[src/rtl/main_mem_arbiter.sv]
// Two-port weighted arbiter for the single-port main data RAM. Port 0 is the processor and port 1
// is the debug/monitor reader. Commands are registered toward the RAM, and read data returns through a tag pipe.
module main_mem_arbiter #(
    parameter int AW      = 12,
    parameter int DW      = 16,
    parameter int WEIGHT0 = 3,
    parameter int RD_LAT  = 1
) (
    input  logic          clock,
    input  logic          n_reset,
    input  logic          req0,
    input  logic          wren0,
    input  logic [AW-1:0] addr0,
    input  logic [DW-1:0] wdata0,
    output logic          gnt0,
    output logic          rvalid0,
    input  logic          req1,
    input  logic          wren1,
    input  logic [AW-1:0] addr1,
    input  logic [DW-1:0] wdata1,
    output logic          gnt1,
    output logic          rvalid1,
    output logic [DW-1:0] rdata,
    output logic [AW-1:0] m_addr,
    output logic [DW-1:0] m_data,
    output logic          m_wren,
    input  logic [DW-1:0] m_q
);

    localparam int SW = (WEIGHT0 < 1) ? 1 : $clog2(WEIGHT0 + 1);
    localparam logic [SW-1:0] STREAK_MAX = SW'(WEIGHT0);

    logic [SW-1:0]   streak_q, streak_d;
    logic [AW-1:0]   m_addr_q, m_addr_d;
    logic [DW-1:0]   m_data_q, m_data_d;
    logic            m_wren_q, m_wren_d;
    logic [DW-1:0]   rdata_q, rdata_d;
    logic [RD_LAT:0] tvld_q, tvld_d;
    logic [RD_LAT:0] tport_q, tport_d;

    logic xfer0, xfer1, rd_accept;

    // Grant: port 0 wins until its streak against a waiting port 1 reaches WEIGHT0.
    always_comb begin
        gnt0 = 1'b0;
        gnt1 = 1'b0;
        if (n_reset) begin
            if (req0 && (!req1 || (streak_q < STREAK_MAX))) begin
                gnt0 = 1'b1;
            end else if (req1) begin
                gnt1 = 1'b1;
            end
        end
        xfer0     = req0 & gnt0;
        xfer1     = req1 & gnt1;
        rd_accept = (xfer0 & ~wren0) | (xfer1 & ~wren1);
    end

    always_comb begin
        streak_d = streak_q;
        if (!req1 || xfer1) begin
            streak_d = '0;
        end else if (xfer0 && (streak_q != STREAK_MAX)) begin
            streak_d = streak_q + SW'(1);
        end
    end

    // Command stage: address and data hold when idle, write enable drops.
    always_comb begin
        m_addr_d = m_addr_q;
        m_data_d = m_data_q;
        m_wren_d = 1'b0;
        if (xfer0) begin
            m_addr_d = addr0;
            m_data_d = wdata0;
            m_wren_d = wren0;
        end else if (xfer1) begin
            m_addr_d = addr1;
            m_data_d = wdata1;
            m_wren_d = wren1;
        end
    end

    // Tag stage k is live in cycle T+1+k; the last stage is the rvalid cycle, so rdata
    // captures m_q on the edge where stage RD_LAT-1 advances into it.
    always_comb begin
        tvld_d  = {tvld_q[RD_LAT-1:0], rd_accept};
        tport_d = {tport_q[RD_LAT-1:0], xfer1};
        rdata_d = rdata_q;
        if (tvld_q[RD_LAT-1]) begin
            rdata_d = m_q;
        end
    end

    always_ff @(posedge clock) begin
        if (!n_reset) begin
            streak_q <= '0;
            m_addr_q <= '0;
            m_data_q <= '0;
            m_wren_q <= 1'b0;
            rdata_q  <= '0;
            tvld_q   <= '0;
            tport_q  <= '0;
        end else begin
            streak_q <= streak_d;
            m_addr_q <= m_addr_d;
            m_data_q <= m_data_d;
            m_wren_q <= m_wren_d;
            rdata_q  <= rdata_d;
            tvld_q   <= tvld_d;
            tport_q  <= tport_d;
        end
    end

    assign m_addr  = m_addr_q;
    assign m_data  = m_data_q;
    assign m_wren  = m_wren_q;
    assign rdata   = rdata_q;
    assign rvalid0 = tvld_q[RD_LAT] & ~tport_q[RD_LAT];
    assign rvalid1 = tvld_q[RD_LAT] & tport_q[RD_LAT];

endmodule
[config.mk]
export PLATFORM = sky130hd
export DESIGN_NAME = main_mem_arbiter
export DESIGN_NICKNAME = d
export VERILOG_FILES = /design/src/rtl/main_mem_arbiter.sv
export SDC_FILE = /design/constraint.sdc
export NUM_CORES = 1
export LEC_CHECK = 0
export BUFFER_PORTS_ARGS = -buffer_cell sky130_fd_sc_hd__buf_4
export CORE_AREA = 2 2 90 83
export CTS_CLUSTER_DIAMETER = 120
export DETAILED_ROUTE_END_ITERATION = 7
export DIE_AREA = 0 0 92 85
export GPL_ROUTABILITY_DRIVEN = 1
export GPL_TIMING_DRIVEN = 0
export PLACE_DENSITY = 0.58
export RECOVER_POWER = 50
export SKIP_CTS_REPAIR_TIMING = 1
export SLEW_MARGIN = 20
export SYNTH_ARGS = -nofsm -noshare
export SYNTH_HDL_FRONTEND = slang
export SYNTH_SLANG_ARGS = --single-unit
[constraint.sdc]
create_clock -name clock -period 1.7 [get_ports clock]
set_clock_uncertainty 0.1 [all_clocks]
set_input_delay 0.255 -clock clock [delete_from_list [all_inputs] [get_ports clock]]
set_output_delay 0.255 -clock clock [all_outputs]
set_load 0.1 [all_outputs]
==> impl_metrics.py, run 1 <==
metrics = {
    "die": {
        "dieWidth_um": 92,
        "placement_rows": 29,
        "placeableCoreArea_um2": 6890,
        "starting_density_of_the_core_pct": 30.2,
        "die_height_um": 85,
        "io-pin-count": 127,
        "design.die.area_um2": 7820,
    },
    "setup_path": {
        "critical_path_class": "register to output pin",
        "timing.critical_path.to_type": "output pin",
        "r2r-start": "streak_q[0]",
        "ff_to_ff_setup_slack_ns": 0.31,
        "crit_path_start_kind": "register",
        "r2r_end": "m_addr[10]",
        "worst-endpoint-arrival_ns": 1.28,
        "cp_data_required_time_ns": 1.34,
        "critical_path_peak_fanout": 3,
        "ff2ff_path_depth": 6,
    },
    "sta": {
        "timing.final.crit_period_ns": 1.63,
        "timing.slew.headroom_pct": 75.1,
        "max_freq_ghz": 0.613,
        "holdWs_ns": 0.0353,
        "report.final.hold_viol_count": 0,
        "fin_setup_tns_ns": 0,
        "timing_max_transition_violations_final": 0,
        "worst_pin_slew_ns": 0.373,
        "unrepaired_setup_endpoints_after_global_routing": "true",
        "final-setup-viol-count": 0,
        "layout_setup_ws_ns": 0.0684,
        "layout_worst_path_cycle_share_pct": 96.0,
    },
    "logic_synthesis": {
        "synth_adder_area_share_pct": 0.601,
        "fraction_of_the_mapped_netlist_area_in_simple_logic_gates_pct": 7.63,
        "synthFlopType": "sky130_fd_sc_hd__dfxtp_1",
        "yosys_warnings": 0,
        "number_of_nets_produced_by_synthesis": 282,
        "ys_async_sr_fraction_pct": 0,
        "synth_area_per_cell_um2": 10.3,
        "netlist_top_cells_count": "51 x sky130_fd_sc_hd__dfxtp_1, 44 x sky130_fd_sc_hd__mux2i_1, 28 x sky130_fd_sc_hd__a21oi_1",
        "synth_top_family_by_area": "multiplexers",
        "dominant_cell_by_count_in_the_synthesized_netlist": "sky130_fd_sc_hd__dfxtp_1",
        "synth_top_cell_by_area": "sky130_fd_sc_hd__dfxtp_1",
        "syn_inst": 203,
        "yosys.area.top_type_share_pct": 49.0,
        "postSynthRegisterBits": 51,
        "synth.distinct_cells": 22,
        "synth.cell_area_um2": 2080,
        "synth.area.mux_share_pct": 21.2,
        "cell_types_occupying_the_most_area_after_synthesis": "sky130_fd_sc_hd__dfxtp_1 49%, sky130_fd_sc_hd__mux2i_1 21%, sky130_fd_sc_hd__a21oi_1 6.7%",
        "synth-edff-count": 0,
        "synth_sequential_area_ratio_pct": 49.0,
        "share_of_the_synthesized_area_in_compound_gates_ao_oa_aoi_oai_pct": 15.1,
        "yosys.area_share.xor_xnor_pct": 0,
    },
    "clocking": {
        "cts.root.buffer_cell": "sky130_fd_sc_hd__clkbuf_8",
        "h-tree-depth": 2,
        "cts.sink_count": 51,
        "cts_inserted_buffers": 5,
        "clk_latency_ns": 0.30,
        "clockBufferDepth": 2,
        "clk_pin_slew_ns": 0.09,
        "cts_tree": "yes",
    },
    "power": {
        "clockPowerShare_pct": 30.0,
        "seq_power_share_pct": 39.2,
        "power_total_mw": 3.33,
        "swShare_pct": 34.7,
        "p_leak_nw": 1.56,
        "power.ir.vdd_worst_v": 0.000603,
        "combinational_power_share_pct": 30.8,
        "switching_power_mw": 1.16,
        "power.density_nw_per_um2": 1000,
        "internal_power_mw": 2.17,
    },
    "routing": {
        "route.detailed.vias_per_inst": 4.44,
        "num_vias": 1906,
        "routed_wire_length_per_instance_um": 13.0,
        "first_pass_iters": 4,
        "post-route-drc-count": 0,
        "ant_nets": 0,
        "drt-initial-drc-count": 64,
        "postRouteWirelength_um": 5600,
    },
    "final_layout": {
        "layout-drive-gt1-share_pct": 46.1,
        "fillerInstances": 706,
        "fin_nets": 414,
        "postLayoutCoreUtil_pct": 48.2,
        "syn2layout_area_growth_pct": 59.6,
        "antenna_cells_inserted": 0,
    },
    "hold_path": {
        "hold_end": "tvld_q[0]",
        "worst_hold_startpoint": "wren0",
        "hold_depth": 2,
        "worst_hold_path_type": "primary input to register",
    },
    "global_routing": {
        "grt_pass1_wl_um": 8890,
        "grt_antenna_before_repair": 0,
        "track_usage_pct": 14.2,
        "grt-ovfl-total": 0,
        "grt_start_max_net_pins": 17,
        "vias_in_the_first_global_route": 1867,
    },
    "placed_design": {
        "routabilityCongestion": 0.691,
        "detailedPlacementHpwl_um": 4200,
        "io_buffer_count": 125,
        "dp_worst_setup_slack_ns": 0.162,
    },
    "flow_run": {
        "maxCapViolations": 0,
    },
    "outcome": {
        "outcome": "finished clean",
    },
}
per-stage QoR:
step                std cells  area (um^2)
global placement          421         3150
floorplan                 203         2090
CTS                       429         3280
global route              429         3320
detailed placement        421         3150
finish                    429         3320
metal layers:
layer	vias up	track usage, %	part of all wire, %
met5	-	0	0
met4	0	4.48	1.5
met3	6	4.53	7.8
met2	73	24.3	47
met1	860	17.1	43
li1	967	-	-
worst max-delay path, cell delays in order (launching register included):
cell and delay, ns:
sky130_fd_sc_hd__dfxtp_2 0.34, sky130_fd_sc_hd__ha_4 0.17, sky130_fd_sc_hd__a21boi_2 0.11, sky130_fd_sc_hd__nand2_1 0.09
sky130_fd_sc_hd__inv_2 0.09, sky130_fd_sc_hd__buf_12 0.17
registers in the layout, summed over array words and instances, names as in the netlist:
signal / count
m_data: 16
tvld_q: 2
tport_q: 2
m_wren: 1
streak_q: 2
m_addr: 12
rdata: 16
cell usage in the layout, fill, tap and decap left out, types with 2 or more instances in the layout:
| cell type | netlist | final |
|---|---|---|
| sky130_fd_sc_hd__buf_6 | 6 | 6 |
| sky130_fd_sc_hd__nor2b_1 | 18 | 16 |
| sky130_fd_sc_hd__bufinv_16 | 0 | 2 |
| sky130_fd_sc_hd__a21oi_1 | 28 | 28 |
| sky130_fd_sc_hd__nand2_1 | 2 | 2 |
| sky130_fd_sc_hd__clkbuf_1 | 3 | 3 |
| sky130_fd_sc_hd__mux2i_1 | 44 | 44 |
| sky130_fd_sc_hd__buf_4 | 2 | 126 |
| sky130_fd_sc_hd__o21ai_0 | 16 | 16 |
| sky130_fd_sc_hd__nor2_1 | 4 | 3 |
| sky130_fd_sc_hd__and2_1 | 3 | 3 |
| sky130_fd_sc_hd__dfxtp_2 | 0 | 2 |
| sky130_fd_sc_hd__dfxtp_1 | 51 | 49 |
| sky130_fd_sc_hd__o21ai_1 | 12 | 12 |
| sky130_fd_sc_hd__buf_2 | 4 | 4 |
| sky130_fd_sc_hd__clkbuf_8 | 0 | 5 |
logic make-up (layout without fill, tap and decap cells):
family / count (synthesis) / after routing
and+or+nand+nor: 28 / 28
DFF: 51 / 51
AOI/OAI and AO/OA: 60 / 60
adders and majority gates: 1 / 1
buffers and inverters: 19 / 152
muxes: 44 / 44
area by class of cell:
cell class | instances | area, um^2 | share of cell area [%]
Clock buffer | 5 | 68.8 | 2.07
Sequential cell | 51 | 1020 | 30.8
Clock inverter | 3 | 67.6 | 2.03
Timing Repair Buffer | 125 | 951 | 28.6
Tap cell | 93 | 116 | 3.50
Inverter | 2 | 7.51 | 0.226
Buffer | 17 | 126 | 3.80
Multi-Input combinational cell | 133 | 961 | 28.9
power groups by stage:
stage | Sequential [mW] | Combinational (mW) | Clock (mW)
after floorplan | 1.83 | 0.228 | 0
after global placement | 1.33 | 1.02 | 0
after detailed placement | 1.33 | 1.03 | 0
after CTS | 1.31 | 1.03 | 1.04
after global routing | 1.32 | 1.07 | 1.09
final | 1.31 | 1.03 | 0.999
worst max path at each step:
stage	from	to	slack, ns
after floorplan	streak_q[0]	m_wren	-0.05
after global placement	streak_q[0]	gnt0	0.18
after detailed placement	streak_q[0]	gnt0	0.16
after CTS	streak_q[0]	gnt0	-0.19
after global routing	streak_q[0]	gnt0	-0.006
final	streak_q[0]	gnt0	0.07
Power figures use the tool's default switching activity.
==> inputs of run 2 (changes only) <==
--- a/config.mk
+++ b/config.mk
@@ -6,10 +6,11 @@
 export NUM_CORES = 1
 export LEC_CHECK = 0
 export BUFFER_PORTS_ARGS = -buffer_cell sky130_fd_sc_hd__buf_4
-export CORE_AREA = 2 2 90 83
+export CORE_AREA = 3 3 91 84
+export CTS_BUF_LIST = sky130_fd_sc_hd__clkbuf_4
 export CTS_CLUSTER_DIAMETER = 120
 export DETAILED_ROUTE_END_ITERATION = 7
-export DIE_AREA = 0 0 92 85
+export DIE_AREA = 0 0 94 87
 export GPL_ROUTABILITY_DRIVEN = 1
 export GPL_TIMING_DRIVEN = 0
 export PLACE_DENSITY = 0.58
==> run 2 against run 1 <==
Net effect:
- power shrank 14%
- the flow now finishes with violations (negative setup slack)
- maximum frequency fell by 4.6%
- non-clock buffer count increased by 4
- critical path type unchanged
- sequential cell count stayed put
- die area is 4.6% higher
- sequential share of layout area up 0.41 points
- routed wire length about the same
==> impl_metrics.py, run 2 (synthesized netlist as in run 1, its figures left out) <==
metrics = {
    "setup_path": {
        "crit_slowest_cell": "sky130_fd_sc_hd__dfxtp_2",
        "critical_path_class": "register to output pin",
        "cp_data_required_time_ns": 1.34,
        "cpLargestDelayFamily": "flip-flops",
        "critical_path_peak_fanout": 3,
        "timing.critical_path.slowest_cell_delay_ns": 0.36,
        "path_cells": "ha_4 > a21boi_2 > nand2_2 > inv_2 > buf_12",
        "crit_path_start_kind": "register",
        "timing.critical_path.to_type": "output pin",
        "worstPathBufferInverterCount": 2,
        "worst-endpoint-arrival_ns": 1.36,
    },
    "sta": {
        "holdWs_ns": 0.0523,
        "worst_pin_slew_ns": 0.530,
        "timing.final.crit_period_ns": 1.71,
        "timing_max_transition_violations_final": 0,
        "max_freq_ghz": 0.585,
        "timing.slew.headroom_pct": 64.6,
        "final-setup-viol-count": 1,
        "unrepaired_setup_endpoints_after_global_routing": "true",
        "layout_setup_ws_ns": -0.0105,
        "report.final.hold_viol_count": 0,
        "layout_worst_path_cycle_share_pct": 101,
    },
    "clocking": {
        "clockBufferDepth": 2,
        "cts.sink_count": 51,
        "cts_tree": "yes",
        "clk_latency_ns": 0.35,
        "h-tree-depth": 2,
        "cts_inserted_buffers": 5,
        "clk_pin_slew_ns": 0.14,
        "cts.root.buffer_cell": "sky130_fd_sc_hd__clkbuf_4",
    },
    "global_routing": {
        "grt-ovfl-total": 0,
        "grt_pass1_wl_um": 8710,
        "vias_in_the_first_global_route": 1843,
        "track_usage_pct": 13.6,
        "grt_antenna_before_repair": 0,
        "grt_start_max_net_pins": 15,
    },
    "routing": {
        "postRouteWirelength_um": 5600,
        "first_pass_iters": 4,
        "dr_wl_met2_um": 2650,
        "detailroute.wirelength.met3_um": 525,
        "ant_nets": 0,
        "m1WireLength_um": 2380,
        "route.detailed.vias_per_inst": 4.41,
        "routed_wire_length_per_instance_um": 13.0,
        "drt-initial-drc-count": 47,
        "post-route-drc-count": 0,
        "top_signal_layer_used": "met4",
        "num_vias": 1898,
    },
    "final_layout": {
        "postLayoutCoreUtil_pct": 49.2,
        "fin_nets": 418,
        "layout_common_cells": "125 x sky130_fd_sc_hd__buf_4, 49 x sky130_fd_sc_hd__dfxtp_1, 44 x sky130_fd_sc_hd__mux2i_1",
        "fillerInstances": 686,
        "antenna_cells_inserted": 0,
        "layout-drive-gt1-share_pct": 45.3,
        "final_cell_count_no_fill": 430,
        "syn2layout_area_growth_pct": 57.5,
        "commonest_non_fill_non_tap_cell_in_the_layout": "sky130_fd_sc_hd__buf_4",
    },
    "power": {
        "power.density_nw_per_um2": 874,
        "power.ir.vdd_worst_v": 0.000355,
        "power_total_mw": 2.87,
        "p_leak_nw": 1.54,
    },
    "placed_design": {
        "io_buffer_count": 125,
        "routabilityCongestion": 0.678,
        "detailedPlacementHpwl_um": 4250,
        "numPlacedInstances": 418,
    },
    "die": {
        "placement_rows": 28,
        "dieWidth_um": 94,
        "design.die.area_um2": 8180,
        "placeableCoreArea_um2": 6660,
        "starting_density_of_the_core_pct": 31.3,
        "io-pin-count": 127,
        "die_height_um": 87,
    },
    "flow_run": {
        "maxCapViolations": 0,
    },
    "outcome": {
        "violated_checks": "negative setup slack",
        "outcome": "finished with violations",
    },
    "hold_path": {
        "worst_hold_path_type": "primary input to register",
    },
}
[run 2: worst paths after layout]
path	from	to	slack (ns)	cells past startpoint
hold reg to reg	streak_q[0]	streak_q[0]	0.34	1
setup / recovery	streak_q[0]	gnt0	-0.01	5
hold / removal	addr0[5]	m_addr[5]	0.05	3
setup reg to reg	streak_q[0]	tvld_q[0]	0.06	5
[run 2: cell type report]
cell class | instances | area (um^2) | area share (%)
inverter | 2 | 7.51 | 0.229
tap | 90 | 113 | 3.44
multi-input combinational | 133 | 963 | 29.4
timing repair buffer | 129 | 996 | 30.4
clock inverter | 2 | 7.51 | 0.229
clock buffer | 6 | 45.0 | 1.37
sequential | 51 | 1020 | 31.2
buffer | 17 | 123 | 3.74
[run 2: per-layer routing]
metal  vias to the layer above  track usage (%)
met5                         -                0
met4                         0             3.94
met3                         4             4.58
met2                        70             21.7
met1                       847             17.6
li1                        977                -
[run 2: worst register-to-register path, delay by kind of cell (launching register included)]
kind            cells  cell delay (ns)
buf+inv             1             0.59
simple gates        1             0.08
compound gates      2             0.28
fa+ha+maj           1             0.17
flops               1             0.36
[run 2: through the flow]
stage                     worst slack, ns  instance area, um^2  setup TNS [ns]
after floorplan                   -0.0495                 2090         -0.0495
after global placement              0.178                 3140               0
after detailed placement            0.152                 3140               0
after CTS                          -0.272                 3200          -0.503
after global routing               -0.134                 3280          -0.164
final                             -0.0105                 3280         -0.0105
[run 2: power breakdown]
part	internal, mW	switching, mW
clock network	0.170	0.355
logic	0.325	0.709
registers	1.27	0.0361
total	1.77	1.10
==> inputs of run 3 (changes only) <==
--- a/config.mk
+++ b/config.mk
@@ -5,15 +5,15 @@
 export SDC_FILE = /design/constraint.sdc
 export NUM_CORES = 1
 export LEC_CHECK = 0
-export BUFFER_PORTS_ARGS = -buffer_cell sky130_fd_sc_hd__buf_4
-export CORE_AREA = 3 3 91 84
+export CORE_AREA = 3 3 73 68
 export CTS_BUF_LIST = sky130_fd_sc_hd__clkbuf_4
 export CTS_CLUSTER_DIAMETER = 120
 export DETAILED_ROUTE_END_ITERATION = 7
-export DIE_AREA = 0 0 94 87
+export DIE_AREA = 0 0 76 71
+export DONT_BUFFER_PORTS = 1
 export GPL_ROUTABILITY_DRIVEN = 1
 export GPL_TIMING_DRIVEN = 0
-export PLACE_DENSITY = 0.58
+export PLACE_DENSITY = 0.61
 export RECOVER_POWER = 50
 export SKIP_CTS_REPAIR_TIMING = 1
 export SLEW_MARGIN = 20
==> run 3 against run 2 <==
Net effect:
- the flow finishes with violations (negative hold slack, negative setup slack)
- routed wire length rose by 2.1%
- non-clock buffer count fell by 81
- global-route usage rose by 4.1 points
- critical endpoint unchanged
- power rose by 0.24%
- clock power rose by 27%
- final cell count fell by 25%
- worst hold slack got worse by 0.064 ns
- utilization rose by 15 points
- maximum frequency fell by 6.3%
- clock-buffer cell count fell by 1
- combinational power fell by 65%
- sequential share of layout area rose by 7.1 points
==> impl_metrics.py, run 3 (synthesized netlist as in run 1, its figures left out) <==
metrics = {
    "die": {
        "die_height_um": 71,
        "starting_density_of_the_core_pct": 47.9,
        "design.die.area_um2": 5400,
        "io-pin-count": 127,
        "dieWidth_um": 76,
        "placement_rows": 23,
        "placeableCoreArea_um2": 4350,
    },
    "global_routing": {
        "met2_usage_pct": 31.5,
        "grt-ovfl-total": 0,
        "grtUsageMet3_pct": 7.25,
        "grt_start_max_net_pins": 16,
        "grt_pass1_wl_um": 7560,
        "vias_in_the_first_global_route": 1546,
        "track_usage_pct": 17.8,
        "grt_antenna_before_repair": 0,
        "grt-busiest-layer": "met2",
        "global_route.usage.met1_pct": 19.2,
    },
    "placed_design": {
        "numPlacedInstances": 265,
        "dp_worst_setup_slack_ns": -0.176,
        "io_buffer_count": 0,
        "routabilityCongestion": 0.787,
        "detailedPlacementHpwl_um": 3800,
    },
    "setup_path": {
        "r2r-start": "streak_q[0]",
        "path_cells": "ha_4 > a21boi_2 > nand2_2 > clkinvlp_4",
        "ff2ff_path_depth": 5,
        "timing.critical_path.slowest_cell_delay_ns": 0.44,
        "cp_data_required_time_ns": 1.34,
        "worst-endpoint-arrival_ns": 1.47,
        "r2r_end": "m_wren",
        "critical_path_class": "register to output pin",
        "critical_path_peak_fanout": 3,
        "worstPathBufferInverterCount": 1,
        "timing.critical_path.from": "streak_q[0]",
        "cpLargestDelayFamily": "buffers and inverters",
        "crit_slowest_cell": "sky130_fd_sc_hd__clkinvlp_4",
        "crit_path_start_kind": "register",
        "ff_to_ff_setup_slack_ns": 0.04,
        "timing.critical_path.to_type": "output pin",
        "timing.critical_path.depth": 4,
        "worstSetupEndpoint": "gnt0",
    },
    "clocking": {
        "h-tree-depth": 2,
        "cts.sink_count": 51,
        "clockBufferDepth": 2,
        "clk_pin_slew_ns": 0.14,
        "clk_latency_ns": 0.36,
        "cts_tree": "yes",
        "cts_inserted_buffers": 5,
        "cts.root.buffer_cell": "sky130_fd_sc_hd__clkbuf_4",
    },
    "final_layout": {
        "final_cell_count_no_fill": 321,
        "syn2layout_area_growth_pct": 34.3,
        "fin_nets": 337,
        "layout-drive-gt1-share_pct": 26.3,
        "antenna_cells_inserted": 0,
        "postLayoutCoreUtil_pct": 64.4,
        "commonest_non_fill_non_tap_cell_in_the_layout": "sky130_fd_sc_hd__dlygate4sd3_1",
        "layout_common_cells": "48 x sky130_fd_sc_hd__dlygate4sd3_1, 44 x sky130_fd_sc_hd__mux2i_1, 40 x sky130_fd_sc_hd__dfxtp_2",
    },
    "sta": {
        "unrepaired_setup_endpoints_after_global_routing": "true",
        "timing.final.crit_period_ns": 1.82,
        "layout_setup_ws_ns": -0.125,
        "layout_worst_path_cycle_share_pct": 107,
        "fin_setup_tns_ns": -0.279,
        "final-setup-viol-count": 9,
        "timing.slew.headroom_pct": 34.3,
        "report.final.hold_viol_count": 4,
        "timing_max_transition_violations_final": 0,
        "holdWs_ns": -0.0113,
        "max_freq_ghz": 0.548,
        "worst_pin_slew_ns": 0.984,
    },
    "power": {
        "power_total_mw": 2.87,
        "power.density_nw_per_um2": 1030,
        "p_leak_nw": 1.11,
        "power.ir.vdd_worst_v": 0.000582,
    },
    "hold_path": {
        "worst_hold_path_type": "primary input to register",
    },
    "routing": {
        "postRouteWirelength_um": 5720,
        "post-route-drc-count": 0,
        "ant_nets": 0,
        "route.detailed.vias_per_inst": 5.40,
        "num_vias": 1734,
        "routed_wire_length_per_instance_um": 17.8,
        "drt-initial-drc-count": 42,
        "first_pass_iters": 4,
    },
    "flow_run": {
        "maxCapViolations": 0,
    },
    "outcome": {
        "outcome": "finished with violations",
        "violated_checks": "negative hold slack, negative setup slack",
    },
}
run 3: changes by cell type in the layout (fill, tap and decap cells not counted), moves of 2 or more:
cell and delta:
sky130_fd_sc_hd__buf_4 -125, sky130_fd_sc_hd__dlygate4sd3_1 +45, sky130_fd_sc_hd__dfxtp_2 +38, sky130_fd_sc_hd__buf_6 -2, sky130_fd_sc_hd__and2_1 -2, sky130_fd_sc_hd__clkbuf_2 +2
sky130_fd_sc_hd__dfxtp_1 -38
run 3: how the worst min path moves through the flow:
stage          startpoint         to  slack (ns)  depth (start not counted)
6_report        wdata0[7]  m_data[7]       -0.01                          2
5_1_grt            m_q[8]   rdata[8]      -0.003                          2
4_1_cts             wren0  tvld_q[0]       -0.14                          1
3_5_place_dp        wren0  tvld_q[0]        0.26                          1
3_3_place_gp        wren0  tvld_q[0]        0.26                          1
2_1_floorplan       wren0  tvld_q[0]        0.25                          1
run 3: metal layers:
metal	vias up	wire, um
met1	811	2120
li1	820	-
met3	17	424
met2	86	3020
met5	-	0
met4	0	156
run 3: power by group:
group          internal, mW  leakage (nW)  switching, mW
clock network         0.303        0.0426          0.364
registers              1.28         0.434          0.557
logic                 0.188         0.637          0.176
total                  1.78          1.11           1.10
run 3: cell type report:
type / instances / area [um^2]
fill: 350 / 1550
sequential: 51 / 1070
multi-input combinational: 133 / 970
timing repair buffer: 48 / 480
buffer: 17 / 110
tap: 62 / 77.6
clock inverter: 3 / 38.8
clock buffer: 5 / 37.5
inverter: 2 / 11.3
run 3: metrics by stage:
stage          hold WS [ns]  area (um^2)
3_5_place_dp          0.263         2170
5_1_grt            -0.00295         2800
6_report            -0.0113         2800
3_3_place_gp          0.260         2170
4_1_cts              -0.143         2250
2_1_floorplan         0.254         2090
